**src/rtl/multicycle_controlunit.sv**
```systemverilog
// Multicycle RV32-style control FSM: FETCH/DECODE/EXEC/MEM/WB with a bounded memory handshake.
// Sticky illegal/fault flags park the FSM in HALT until reset; retired counts completed instructions.
module multicycle_controlunit #(
  parameter int TIMEOUT = 16,
  parameter int RET_W   = 32,
  parameter int EN_JUMP = 1
) (
  input  logic             clk,
  input  logic             rst,
  input  logic [6:0]       opcode,
  input  logic             mem_ready,
  output logic             mem_req,
  output logic             mem_we,
  output logic             ir_write,
  output logic             pc_write,
  output logic             pc_write_cond,
  output logic [1:0]       pc_src,
  output logic             alu_src_b,
  output logic [1:0]       alu_op,
  output logic             reg_write,
  output logic [1:0]       memto_reg,
  output logic             illegal,
  output logic             mem_fault,
  output logic [RET_W-1:0] retired
);

  typedef enum logic [2:0] {
    S_FETCH  = 3'd0,
    S_DECODE = 3'd1,
    S_EXEC   = 3'd2,
    S_MEM    = 3'd3,
    S_WB     = 3'd4,
    S_HALT   = 3'd5
  } state_t;

  typedef enum logic [3:0] {
    C_R, C_I, C_LOAD, C_STORE, C_BRANCH, C_JAL, C_JALR, C_LUI, C_AUIPC, C_ILL
  } cls_t;

  localparam logic [7:0] WAIT_LAST = 8'(TIMEOUT - 1);
  localparam bit         JUMP_OK   = (EN_JUMP != 0);

  state_t           state_q, state_d;
  cls_t             cls_q, cls_d, dec_cls;
  logic [7:0]       wait_q, wait_d;
  logic             illegal_q, illegal_d;
  logic             fault_q, fault_d;
  logic [RET_W-1:0] retired_q, retired_d;
  logic             retire;

  logic       mem_req_c, mem_we_c, ir_write_c, pc_write_c, pc_write_cond_c;
  logic       alu_src_b_c, reg_write_c;
  logic [1:0] pc_src_c, alu_op_c, memto_reg_c;

  always_comb begin
    dec_cls = C_ILL;
    case (opcode)
      7'b0110011: dec_cls = C_R;
      7'b0010011: dec_cls = C_I;
      7'b0000011: dec_cls = C_LOAD;
      7'b0100011: dec_cls = C_STORE;
      7'b1100011: dec_cls = C_BRANCH;
      7'b1101111: dec_cls = JUMP_OK ? C_JAL   : C_ILL;
      7'b1100111: dec_cls = JUMP_OK ? C_JALR  : C_ILL;
      7'b0110111: dec_cls = JUMP_OK ? C_LUI   : C_ILL;
      7'b0010111: dec_cls = JUMP_OK ? C_AUIPC : C_ILL;
      default:    dec_cls = C_ILL;
    endcase
  end

  always_ff @(posedge clk or posedge rst) begin
    if (rst) begin
      state_q   <= S_FETCH;
      cls_q     <= C_R;
      wait_q    <= '0;
      illegal_q <= 1'b0;
      fault_q   <= 1'b0;
      retired_q <= '0;
    end else begin
      state_q   <= state_d;
      cls_q     <= cls_d;
      wait_q    <= wait_d;
      illegal_q <= illegal_d;
      fault_q   <= fault_d;
      retired_q <= retired_d;
    end
  end

  always_comb begin
    state_d         = state_q;
    cls_d           = cls_q;
    wait_d          = wait_q;
    illegal_d       = illegal_q;
    fault_d         = fault_q;
    retire          = 1'b0;
    mem_req_c       = 1'b0;
    mem_we_c        = 1'b0;
    ir_write_c      = 1'b0;
    pc_write_c      = 1'b0;
    pc_write_cond_c = 1'b0;
    pc_src_c        = 2'b00;
    alu_src_b_c     = 1'b0;
    alu_op_c        = 2'b00;
    reg_write_c     = 1'b0;
    memto_reg_c     = 2'b00;

    case (state_q)
      S_FETCH: begin
        mem_req_c = 1'b1;
        if (mem_ready) begin
          ir_write_c = 1'b1;
          pc_write_c = 1'b1;
          state_d    = S_DECODE;
        end else if (wait_q == WAIT_LAST) begin
          fault_d = 1'b1;
          state_d = S_HALT;
        end else begin
          wait_d = wait_q + 8'd1;
        end
      end
      S_DECODE: begin
        cls_d = dec_cls;
        if (dec_cls == C_ILL) begin
          illegal_d = 1'b1;
          state_d   = S_HALT;
        end else begin
          state_d = S_EXEC;
        end
      end
      S_EXEC: begin
        state_d = S_WB;
        case (cls_q)
          C_R: alu_op_c = 2'b10;
          C_I: begin
            alu_src_b_c = 1'b1;
            alu_op_c    = 2'b11;
          end
          C_LOAD, C_STORE: begin
            alu_src_b_c = 1'b1;
            state_d     = S_MEM;
            wait_d      = '0;
          end
          C_BRANCH: begin
            alu_op_c        = 2'b01;
            pc_write_cond_c = 1'b1;
            pc_src_c        = 2'b01;
            state_d         = S_FETCH;
            wait_d          = '0;
            retire          = 1'b1;
          end
          C_JAL: begin
            pc_write_c = 1'b1;
            pc_src_c   = 2'b10;
          end
          C_JALR: begin
            pc_write_c  = 1'b1;
            pc_src_c    = 2'b11;
            alu_src_b_c = 1'b1;
          end
          C_LUI, C_AUIPC: alu_src_b_c = 1'b1;
          default: state_d = S_HALT;
        endcase
      end
      S_MEM: begin
        mem_req_c = 1'b1;
        mem_we_c  = (cls_q == C_STORE);
        if (mem_ready) begin
          if (cls_q == C_STORE) begin
            state_d = S_FETCH;
            wait_d  = '0;
            retire  = 1'b1;
          end else begin
            state_d = S_WB;
          end
        end else if (wait_q == WAIT_LAST) begin
          fault_d = 1'b1;
          state_d = S_HALT;
        end else begin
          wait_d = wait_q + 8'd1;
        end
      end
      S_WB: begin
        reg_write_c = 1'b1;
        case (cls_q)
          C_LOAD:         memto_reg_c = 2'b01;
          C_JAL, C_JALR:  memto_reg_c = 2'b10;
          C_LUI:          memto_reg_c = 2'b11;
          default:        memto_reg_c = 2'b00;
        endcase
        state_d = S_FETCH;
        wait_d  = '0;
        retire  = 1'b1;
      end
      S_HALT: state_d = S_HALT;
      default: state_d = S_FETCH;
    endcase

    retired_d = retire ? retired_q + RET_W'(1) : retired_q;
  end

  // Strobes are gated by rst so they drop the instant reset asserts, not at the next edge.
  assign mem_req       = mem_req_c       & ~rst;
  assign mem_we        = mem_we_c        & ~rst;
  assign ir_write      = ir_write_c      & ~rst;
  assign pc_write      = pc_write_c      & ~rst;
  assign pc_write_cond = pc_write_cond_c & ~rst;
  assign alu_src_b     = alu_src_b_c     & ~rst;
  assign reg_write     = reg_write_c     & ~rst;
  assign pc_src        = rst ? 2'b00 : pc_src_c;
  assign alu_op        = rst ? 2'b00 : alu_op_c;
  assign memto_reg     = rst ? 2'b00 : memto_reg_c;
  assign illegal       = illegal_q;
  assign mem_fault     = fault_q;
  assign retired       = retired_q;

endmodule
```
**config.mk**
```make
export PLATFORM = sky130hd
export DESIGN_NAME = multicycle_controlunit
export DESIGN_NICKNAME = d
export VERILOG_FILES = /design/src/rtl/multicycle_controlunit.sv
export SDC_FILE = /design/constraint.sdc
export NUM_CORES = 1
export LEC_CHECK = 0
export BUFFER_PORTS_ARGS = -buffer_cell sky130_fd_sc_hd__buf_2
export CELL_PAD_IN_SITES_DETAIL_PLACEMENT = 1
export CELL_PAD_IN_SITES_GLOBAL_PLACEMENT = 2
export CORE_UTILIZATION = 36
export CTS_CLUSTER_SIZE = 40
export DETAILED_ROUTE_END_ITERATION = 8
export HOLD_SLACK_MARGIN = 0.15
export PLACE_DENSITY_LB_ADDON = 0.1
export SLEW_MARGIN = 20
export SYNTH_ARGS = -nofsm -noshare
export SYNTH_HDL_FRONTEND = slang
export SYNTH_SLANG_ARGS = --single-unit
```
**constraint.sdc**
```tcl
create_clock -name clk -period 8.1 [get_ports clk]
set_input_delay 1.215 -clock clk [delete_from_list [all_inputs] [get_ports clk]]
set_output_delay 1.215 -clock clk [all_outputs]
set_load 0.05 [all_outputs]
```
**Word level (Yosys, flattened, before mapping)**

Cells that the tools add are included.

- Eq/ne operators: 27
- Muxes and demuxes: 37
- Reductions and logical operators: 12
- Bitwise logic cells: 9
- $add $sub $neg: 2

Operators with widths:

| operator | number |
|---|---|
| 8-bit two-way mux | 5 |
| 4-bit case mux with 9 select lines | 1 |
| 32-bit by 1-bit adder with 32-bit output, second input constant | 1 |
| 8-bit case mux with 4 select lines | 1 |
| 7-bit by 6-bit == test with 1-bit output, second input constant | 3 |
| 7-bit == test, second input constant | 3 |
| 2-bit case mux with 3 select lines | 3 |
| 4-bit by 3-bit == test with 1-bit output, second input constant | 4 |
| 3-bit two-way mux | 5 |
| 3-bit case mux with 5 select lines | 1 |
| 7-bit by 5-bit == test with 1-bit output, second input constant | 2 |
| 1-bit two-way mux | 12 |
| 2-bit two-way mux | 6 |
| 6-bit OR reduction | 2 |
| 3-bit case mux with 3 select lines | 1 |
| 8-bit by 1-bit adder with 8-bit output, second input constant | 1 |
| 4-bit by 2-bit == test with 1-bit output, second input constant | 2 |
| 4-bit == test, second input constant | 2 |
| 8-bit by 4-bit == test with 1-bit output, second input constant | 1 |
| 1-bit AND | 7 |
| 7-bit by 2-bit == test with 1-bit output, second input constant | 1 |
| 3-bit by 2-bit == test with 1-bit output, second input constant | 2 |
| 3-bit == test, second input constant | 2 |
| 2-bit OR reduction | 3 |
| other kinds (14) | 16 |

- Bits in registers: 49
- Bits of input ports: 10
- Output and inout port bits: 47

**Depth between registers and ports, before layout**

- Depth in word-level cells: 5
- Gate-level depth with buffers: 7
- Mapped depth without buffers: 6

**Worst setup path before layout**

OpenSTA, ideal clock, no wires.

- Path type: input -> output
- Start: input port rst
- End: output port alu_op[0]
- Stages on the path: 3
- Path buffers: 0
- Arrival: 4.221 ns
- Setup slack: 2.664 ns
- Cells stage by stage: inv_1 -> nand2_1 -> nor4b_1

- Cells in the longest elaborated chain, start to end: 1

RTL lines:

| element | RTL line | text |
|---|---|---|
| from (decl) | 9 | `input logic rst,` |
| 2-bit two-way mux | 210 | `assign alu_op = rst ? 2'b00 : alu_op_c;` |
| to (decl) | 19 | `output logic [1:0] alu_op,` |

Every way passes these cells.

**Final worst setup path**

- Start: input port rst
- End: output port pc_write

- Cells in the longest elaborated chain, start to end: 2

RTL lines:

| element | RTL line | text |
|---|---|---|
| 1-bit inverter | 205 | `assign pc_write = pc_write_c & ~rst;` |
| 1-bit AND | 205 |  |
| to (decl) | 15 | `output logic pc_write,` |

Every way passes these cells.

==> results.ini <==
[run_status]
status=finished clean

[detailed_routing]
ant_nets=0
via_per_inst=5.409
wl_met2_um=3119
drc=0
avgRoutedWirePerCell_um=14.94
vias=2445
wl_met1_um=3370
wl_um=6754
initialDrtViolationCount=49
top_layer_used=met4
drt_pre_antenna_iters=4
wl_met3_um=215

[global_routing]
track_usage_pct=17.41
grt_max_degree=51
grt_pass1_wl_um=11670
antenna_found_initial=0
grt_overflow_total=0
first_global_vias=2372

[power_and_ir_drop]
vdd_drop_max_mv=0.08868
p_int_w=0.0004555
p_clk_share_pct=23.5
switching_share_pct=40.15
switching_power_w=0.0003056
p_leak_nw=1.489
p_comb_share_pct=32.4
seqPwrFrac_pct=44.1
cellPowerDensity_mw_per_mm2=233.5

[clock_tree]
cts_tree=built
cts_resized=0
holdBufCountCts=0
cts_buffers=5
root_buffer=clkbuf_8
clock_latency_ns=0.29
htreeDepth=2
cts.sinks=49
clkSlewWorstSetupHoldPaths_ns=0.09
cts_max_path_buffers=2
post_cts_buffers=0

[die]
die_x_um=90.31
core_area_mm2=0.007408
initial_core_util_pct=37.90
row_count=31
io_pins=57
die_height_um=90.31
dieArea_mm2=0.008156

[sta]
rsz0062_at_grt=false
slew_headroom_pct=40.81
finalCriticalPeriod_ns=4.447
setup_viol=0
worst_pin_slew_ns=0.8869
hold_viol_final=0
clock_skew_ns=0.003813
finalSetupTns_ns=0
final_max_slew_viol_count=0
fmax_ghz=0.2249
layout_worst_path_cycle_share_pct=54.90

[synthesis]
yosysWarningCount=0
synthArstFlopShare_pct=100.0
synth_top_cells_by_area=dfrtp_1, xnor2_1, xor2_1
syn-num-nets=314
synth_common_cells=dfrtp_1, nor2_1, nand2_1
synth_area_leader_cell=dfrtp_1
ys_seq_elements=49
synth_cells=302
yosysUniqueCellTypes=55
synthesis.area_mm2=0.002808
ys.flop_type=dfrtp_1
synth_most_common_cell=dfrtp_1
seq_area_frac_synth_pct=43.67
synth_top_area_share_pct=43.67
syn-mean-instance-area_um2=9.297
synth-edff-count=0

[cells_and_area]
instances_no_fill=452
diodes=0
synthToLayoutAreaGrowth_pct=16.09
nets=364
drive_gt1_share_pct=21.25

[critical_path]
critPathArrivalTime_ns=3.23
crit_fanout=50
crit_path_start_kind=input port
cp-end-kind=output port
required_ns=6.88
crit_type=input port to output port
r2r_cells=4

[run]
cap_violations=0

[worst_hold_path]
hold_class=flip-flop to flip-flop
hold_depth=1

[place]
gp_congestion=0.7462
dp_cells=444
hpwl_um=4975
numPortBuffers=56

-- cell families after synthesis --
family | Yosys count | share of synthesized area, %
AOI/OAI and AO/OA | 50 | 12.70
buffers and inverters | 18 | 3.164
xor gates and xnor gates | 34 | 10.61
DFF | 49 | 43.67
muxes | 2 | 0.8021
adders and majority gates | 2 | 0.8911
and+or+nand+nor | 147 | 28.16
-- worst max-delay path: stages --
cell and delay [ns]:
buf_2 0.14, clkinv_2 0.70, nand2_1 0.45, or3_1 0.18, nor2_1 0.05, or2_2 0.28, buf_2 0.21
-- power groups by stage --
stage / combinational [W] / clock [W] / sequential (W)
2_1_floorplan: 0.000173 / 0 / 0.000357
3_3_place_gp: 0.000245 / 0 / 0.000340
3_5_place_dp: 0.000249 / 0 / 0.000340
4_1_cts: 0.000250 / 0.000186 / 0.000336
5_1_grt: 0.000271 / 0.000197 / 0.000344
6_report: 0.000247 / 0.000179 / 0.000336
-- registers in the layout, indices dropped and copies added (netlist names) --
register   count
cls_q          4
illegal        1
mem_fault      1
retired       32
state_q        3
wait_q         8
-- path summary, 6_finish.rpt --
path,startpoint,to,slack [ns]
setup / recovery,rst,pc_write,3.65
hold / removal,retired[31],retired[31],0.48
setup reg to reg,cls_q[1],retired[1],5.67
hold reg to reg,retired[31],retired[31],0.48
max in group asynchronous,rst,retired[15],6.47
min in group asynchronous,rst,wait_q[6],1.12
-- per-stage QoR --
step | total power, W | util (%) | setup WS (ns) | instance area [um^2] | hold slack, ns
floorplan | 0.0005299 | - | 2.664 | 2808 | 0.4874
global route | 0.0008129 | 44.00 | 3.414 | 3259 | 0.5109
detailed placement | 0.0005892 | 42.41 | 3.478 | 3142 | 0.4768
finish | 0.0007611 | 44.00 | 3.653 | 3259 | 0.4796
global placement | 0.0005854 | 42.41 | 3.518 | 3142 | 0.4486
CTS | 0.0007714 | 43.98 | 3.469 | 3258 | 0.4939
-- cells in the final DEF, fill, tap and decap left out, types with 3 or more instances in the layout --
cell type	Yosys	final
and3_1	5	5
nor4_1	6	6
o211ai_1	4	4
nor3_1	10	10
a31oi_1	3	3
xor2_1	15	15
nor2b_1	6	6
nor4b_1	5	5
o21ai_0	10	10
nand2b_1	7	7
nand2_1	25	25
buf_2	2	56
or3b_2	3	3
or3_1	3	3
nand4_1	9	9
clkbuf_8	0	6
nor3b_1	3	3
nand3_1	21	21
dfrtp_1	49	49
nor2_1	32	32
a21oi_1	11	11
inv_1	5	4
xnor2_1	19	19
-- cell type report --
type	instances	area [um^2]
flip-flops and latches	49	1226
clock inverters	1	30.03
repair buffers	56	280.3
inverters	5	20.02
clock buffers	7	86.33
multi-input cells	235	1493
well taps	99	123.9
fillers	896	4149
-- routing by layer --
metal	track usage (%)	vias up
met5	0	-
met4	3.495	0
met3	3.030	4
met2	27.99	47
met1	24.63	1204
li1	-	1190
(Power assumes the default switching activity.)
